$ cat src/rtl/systolic_input_setup.sv
// systolic_input_setup
// ---------------------------------------------------------------------------
// Upstream feeder for the 2x2 systolic MMU / accumulator pair. Buffers a tile
// of two-element activation vectors in a circular buffer, then on a start
// command streams the tile to the array with row 1 delayed by one cycle so
// the operands meet the diagonal wavefront inside the array.
//
// Ports:
//   clk        clock
//   reset      synchronous active-high reset
//   in_valid   write request for one vector {in_a1, in_a2}
//   in_ready   buffer can accept a vector this cycle (combinational)
//   in_a1      vector element for row 0
//   in_a2      vector element for row 1
//   start      begin streaming the buffered tile (sampled in IDLE only)
//   busy       high while streaming (STREAM and DRAIN)
//   done       one-cycle pulse after the last skewed element
//   count      buffer occupancy, 0..DEPTH
//   a_out1     row 0 operand to MMU a_in1
//   a_out2     row 1 operand to MMU a_in2 (skewed +1 cycle)
//   valid_out  valid to MMU / accumulator
//
// Build option:
//   INPUT_SETUP_REPLAY_EN  when defined, streaming is non-destructive: the
//                          read pointer rewinds at the end of a stream and
//                          count is untouched, so a later start replays the
//                          same tile. Only reset empties the buffer.
// ---------------------------------------------------------------------------
module systolic_input_setup #(
    parameter int DATA_W = 16,
    parameter int DEPTH  = 8,
    parameter int ADDR_W = 3
) (
    input  logic              clk,
    input  logic              reset,
    input  logic              in_valid,
    output logic              in_ready,
    input  logic [DATA_W-1:0] in_a1,
    input  logic [DATA_W-1:0] in_a2,
    input  logic              start,
    output logic              busy,
    output logic              done,
    output logic [ADDR_W:0]   count,
    output logic [DATA_W-1:0] a_out1,
    output logic [DATA_W-1:0] a_out2,
    output logic              valid_out
);

    localparam logic [ADDR_W:0]   FULL_CNT = (ADDR_W+1)'(DEPTH);
    localparam logic [ADDR_W:0]   CNT_ONE  = (ADDR_W+1)'(1);
    localparam logic [ADDR_W-1:0] PTR_ONE  = ADDR_W'(1);

    typedef enum logic [1:0] {
        IDLE,
        STREAM,
        DRAIN,
        DONE
    } state_t;

    // Storage and pointer state
    logic [2*DATA_W-1:0] mem_q [DEPTH];
    logic [ADDR_W-1:0]   wr_ptr_q, wr_ptr_d;
    logic [ADDR_W-1:0]   rd_ptr_q, rd_ptr_d;
    logic [ADDR_W-1:0]   start_ptr_q, start_ptr_d;
    logic [ADDR_W:0]     count_q, count_d;

    // Control state: remain_q is the number of pops still owed in STREAM
    state_t              state_q, state_d;
    logic [ADDR_W:0]     remain_q, remain_d;
    logic [DATA_W-1:0]   prev_a2_q, prev_a2_d;

    // Registered outputs
    logic [DATA_W-1:0]   a_out1_q, a_out1_d;
    logic [DATA_W-1:0]   a_out2_q, a_out2_d;
    logic                valid_q, valid_d;
    logic                busy_q, busy_d;
    logic                done_q, done_d;

    logic                wr_fire;
    logic [DATA_W-1:0]   head_a1;
    logic [DATA_W-1:0]   head_a2;

    // start has priority over a write in the same IDLE cycle, so it gates in_ready.
    assign in_ready = (state_q == IDLE) && !start && (count_q < FULL_CNT);
    assign wr_fire  = in_valid && in_ready;

    assign head_a1 = mem_q[rd_ptr_q][2*DATA_W-1:DATA_W];
    assign head_a2 = mem_q[rd_ptr_q][DATA_W-1:0];

    // Buffer storage has no reset; pointers and count define what is live.
    always_ff @(posedge clk) begin
        if (wr_fire) begin
            mem_q[wr_ptr_q] <= {in_a1, in_a2};
        end
    end

    // Next-state logic. Output registers are loaded with the values for the
    // state being entered, so a_out*/valid/busy/done line up with the state
    // that is current when they are visible. Each pop shows its a1 on row 0
    // immediately and parks its a2 in prev_a2 for row 0's successor cycle.
    always_comb begin
        state_d     = state_q;
        wr_ptr_d    = wr_ptr_q;
        rd_ptr_d    = rd_ptr_q;
        start_ptr_d = start_ptr_q;
        count_d     = count_q;
        remain_d    = remain_q;
        prev_a2_d   = prev_a2_q;
        a_out1_d    = '0;
        a_out2_d    = '0;
        valid_d     = 1'b0;
        busy_d      = 1'b0;
        done_d      = 1'b0;

        unique case (state_q)
            IDLE: begin
                if (start && (count_q != '0)) begin
                    // First pop happens on the start edge; row 1 has nothing yet.
                    start_ptr_d = rd_ptr_q;
                    rd_ptr_d    = rd_ptr_q + PTR_ONE;
`ifndef INPUT_SETUP_REPLAY_EN
                    count_d     = count_q - CNT_ONE;
`endif
                    remain_d    = count_q - CNT_ONE;
                    prev_a2_d   = head_a2;
                    a_out1_d    = head_a1;
                    valid_d     = 1'b1;
                    busy_d      = 1'b1;
                    state_d     = STREAM;
                end else if (wr_fire) begin
                    wr_ptr_d = wr_ptr_q + PTR_ONE;
                    count_d  = count_q + CNT_ONE;
                end
            end

            STREAM: begin
                valid_d  = 1'b1;
                busy_d   = 1'b1;
                a_out2_d = prev_a2_q;
                if (remain_q != '0) begin
                    rd_ptr_d  = rd_ptr_q + PTR_ONE;
`ifndef INPUT_SETUP_REPLAY_EN
                    count_d   = count_q - CNT_ONE;
`endif
                    remain_d  = remain_q - CNT_ONE;
                    prev_a2_d = head_a2;
                    a_out1_d  = head_a1;
                end else begin
                    // Tail of the skew: row 0 is empty, row 1 gets the last a2.
                    state_d = DRAIN;
                end
            end

            DRAIN: begin
`ifdef INPUT_SETUP_REPLAY_EN
                rd_ptr_d = start_ptr_q;
`endif
                done_d  = 1'b1;
                state_d = DONE;
            end

            DONE: begin
                state_d = IDLE;
            end

            default: begin
                state_d = IDLE;
            end
        endcase
    end

    // State and output registers with synchronous reset; a reset mid-stream
    // drops straight back to IDLE with no done pulse.
    always_ff @(posedge clk) begin
        if (reset) begin
            state_q     <= IDLE;
            wr_ptr_q    <= '0;
            rd_ptr_q    <= '0;
            start_ptr_q <= '0;
            count_q     <= '0;
            remain_q    <= '0;
            prev_a2_q   <= '0;
            a_out1_q    <= '0;
            a_out2_q    <= '0;
            valid_q     <= 1'b0;
            busy_q      <= 1'b0;
            done_q      <= 1'b0;
        end else begin
            state_q     <= state_d;
            wr_ptr_q    <= wr_ptr_d;
            rd_ptr_q    <= rd_ptr_d;
            start_ptr_q <= start_ptr_d;
            count_q     <= count_d;
            remain_q    <= remain_d;
            prev_a2_q   <= prev_a2_d;
            a_out1_q    <= a_out1_d;
            a_out2_q    <= a_out2_d;
            valid_q     <= valid_d;
            busy_q      <= busy_d;
            done_q      <= done_d;
        end
    end

    assign a_out1    = a_out1_q;
    assign a_out2    = a_out2_q;
    assign valid_out = valid_q;
    assign busy      = busy_q;
    assign done      = done_q;
    assign count     = count_q;

endmodule

$ cat config.mk
export PLATFORM = sky130hd
export DESIGN_NAME = systolic_input_setup
export DESIGN_NICKNAME = d
export VERILOG_FILES = /design/src/rtl/systolic_input_setup.sv
export SDC_FILE = /design/constraint.sdc
export NUM_CORES = 1
export LEC_CHECK = 0
export CORE_ASPECT_RATIO = 1.2
export CORE_MARGIN = 10
export CORE_UTILIZATION = 44
export DETAILED_ROUTE_END_ITERATION = 6
export PLACE_DENSITY = 0.64
export SKIP_CTS_REPAIR_TIMING = 1
export SYNTH_ARGS = -nofsm -noshare
export SYNTH_HDL_FRONTEND = slang
export SYNTH_SLANG_ARGS = --single-unit
$ cat constraint.sdc
create_clock -name clk -period 8.85 [get_ports clk]
set_clock_uncertainty 0.05 [all_clocks]
set_input_delay 2.655 -clock clk [delete_from_list [all_inputs] [get_ports clk]]
set_output_delay 2.655 -clock clk [all_outputs]
set_load 0.005 [all_outputs]
==> impl_metrics.toml <==
[cts]
clock_latency_ns = 0.55
cts_buffers = 31
h-tree-depth = 1
clockBufferDepth = 3
path_clk_slew_ns = 0.06
root_buffer = "clkbuf_16"
cts.sinks = 325
tritoncts = "done"

[critical_path]
crit_path_end_kind = "primary output"
required_ns = 6.15
crit_fanout = 6
worstPathArrival_ns = 4.14
start_kind = "input pin"
crit_type = "in -> out"
r2r_cells = 5

[sta]
post-route-worst-setup-slack_ns = 2.010
finalCritPeriodShare_pct = 77.29
holdWs_ns = 0.4201
period_needed_ns = 6.840
setup_tns_ns = 0
worst_slew_pin_slew_ns = 1.161
final_max_slew_viol_count = 0
rsz0062_at_grt = "no"
final_hold_viol_count = 0
relSlewSlack_pct = 22.60
fmax_mhz = 146.2
setup_viol = 0

[synthesis]
netlist_area_um2 = 12230
ys.flop_type = "edfxtp_1"
synthCells = 660
synth_edf_count = 256
synth_nets = 705
yosys_warnings = 0
yosysUniqueCellTypes = 46
ys_ff_latch = 325
ys_seq_area_share_pct = 74.13
synth_area_leaders = "edfxtp_1 (63%), mux4_2 (12%), dfxtp_1 (11%), mux2_2 (1.8%), mux2i_1 (1.4%)"
yosys.area.top_type = "edfxtp_1"
avgSynthCellArea_um2 = 18.54
synth.top_cell.area_share_pct = 62.83
synthArstFlopShare_pct = 0

[global_routing]
grt_pass1_vias = 6531
grt_max_degree = 65
gr-total-overflow = 0
grt_util_all_layers_pct = 13.42
grt_pass1_wl_um = 36890
grt_antenna_before_repair = 0

[power]
p_sw_share_pct = 27.14
combPwrFrac_pct = 23.3
power.density_nw_per_um2 = 291.1
ir_drop_uv = 196.7
p_total_mw = 4.214
intPower_mw = 3.070
switchingPower_mw = 1.144
clockPowerShare_pct = 32.7
cellLeakagePower_nw = 4.643
seqPwrFrac_pct = 44.0

[routing]
dr.pass1.iters = 4
routed_wl_um = 23360
ant_nets = 0
dr.first_iter.drc_count = 560
vias = 6076
viasPerCell = 5.489
wl_per_cell_um = 21.10
drcViolationCount = 0

[floorplan]
die_w_um = 172.2
start_util_pct = 44.89
floorplan.core_area_um2 = 27250
dieHeight_um = 202.7
io_pins = 76
dieArea_um2 = 34900
row_count = 66

[placed_design]
dpl_worst_slack_ns = 2.036
place_inst = 1049
gp_congestion = 0.7925
hpwl_um = 13160
placed_area_um2 = 13380
io_buffers = 75

[hold_path]
hold_path_class = "reg -> reg"
hold_depth = 2

[final_layout]
final_util_pct = 53.13
layout-drive-gt1-share_pct = 21.38
syn_to_final_growth_pct = 18.35
instances_no_fill = 1107
finalInstanceArea_um2 = 14480
n_antenna_cell = 0
nets = 787

[job]
cap_violations = 0

[outcome]
status = "completed"
[kinds of logic (layout without fill, tap and decap cells)]
logic type,after synthesis,count (layout),synth area share [%]
buffers and inverters,47,154,1.800
AO/OA/AOI/OAI,67,67,3.150
adder cells (fa/ha/maj),9,9,0.9204
XOR/XNOR,3,3,0.2148
flip-flops,325,325,74.13
AND/OR/NAND/NOR,106,106,4.500
multiplexers,103,103,15.29
[registers in the layout, summed over array words and instances, names as in the netlist, named ones only]
register   flops
count          4
remain_q       4
mem_q        256
prev_a2_q     16
done           1
busy           1
rd_ptr_q       3
wr_ptr_q       3
a_out2        16
a_out1        16
state_q        2
[worst paths after layout]
| check | start | to | slack [ns] |
|---|---|---|---|
| hold reg to reg | prev_a2_q[6]$_SDFFE_PP0P_ | prev_a2_q[6]$_SDFFE_PP0P_ | 0.42 |
| setup reg to reg | flip-flop | prev_a2_q[13]$_SDFFE_PP0P_ | 6.15 |
| setup / recovery | start | in_ready | 2.01 |
| hold / removal | prev_a2_q[6]$_SDFFE_PP0P_ | prev_a2_q[6]$_SDFFE_PP0P_ | 0.42 |
[synthesized netlist by cell type (2+ instances only)]
cell and count:
a21oi_1 29, o21ai_0 22, nand3_1 25, o311ai_0 2, mux2_2 20, ha_1 9, mux2i_1 17, buf_4 7
and3_1 16, buf_1 5, dfxtp_1 69, clkbuf_1 17, edfxtp_1 256, nand2_1 9, and4bb_2 2, mux4_2 64
nor2_1 32, xor2_1 2, nand4_1 2, nor2b_1 6, nor3_1 5, inv_1 9, a21o_1 3, nand2b_1 3
a211oi_1 2, buf_2 7
[final cells by class]
type / instances / area (um2)
fillers: 2167 / 12770
flip-flops and latches: 325 / 9075
multi-input cells: 288 / 3000
clock buffers: 38 / 862.1
repair buffers: 87 / 840.8
well taps: 340 / 425.4
clock inverters: 20 / 241.5
inverters: 9 / 33.78
[power by group through the flow]
stage	registers [mW]	logic, mW	clock network, mW
after floorplan	1.84	0.768	0
after global placement	1.88	0.962	0
after detailed placement	1.89	0.988	0
after CTS	1.85	0.996	1.41
after global routing	1.87	1.08	1.48
final	1.85	0.982	1.38
[critical path, cell delays in order]
cell and delay [ns]:
clkdlybuf4s50_1 0.48, nor2b_1 0.29, nor2b_1 0.19, clkdlybuf4s50_1 0.52
[routing by layer]
layer  vias to the layer above  global-route usage, %  part of all wire [%]
li1                       2774                      -                     -
met1                      3140                  18.24                    45
met2                       134                  21.78                    49
met3                        28                  2.834                   5.2
met4                         0                  2.806                   1.2
met5                         -                      0                     0
[cells in the final DEF, fill, tap and decap left out, drive strengths merged, types with 12 or more instances in the layout]
master         instances
buf                   12
nand3                 25
mux4                  64
dfxtp                 69
edfxtp               256
nor2                  32
mux2i                 18
and3                  16
o21ai                 22
clkdlybuf4s50         75
a21oi                 29
clkbuf                38
inv                   13
mux2                  21
(Power assumes the default switching activity.)
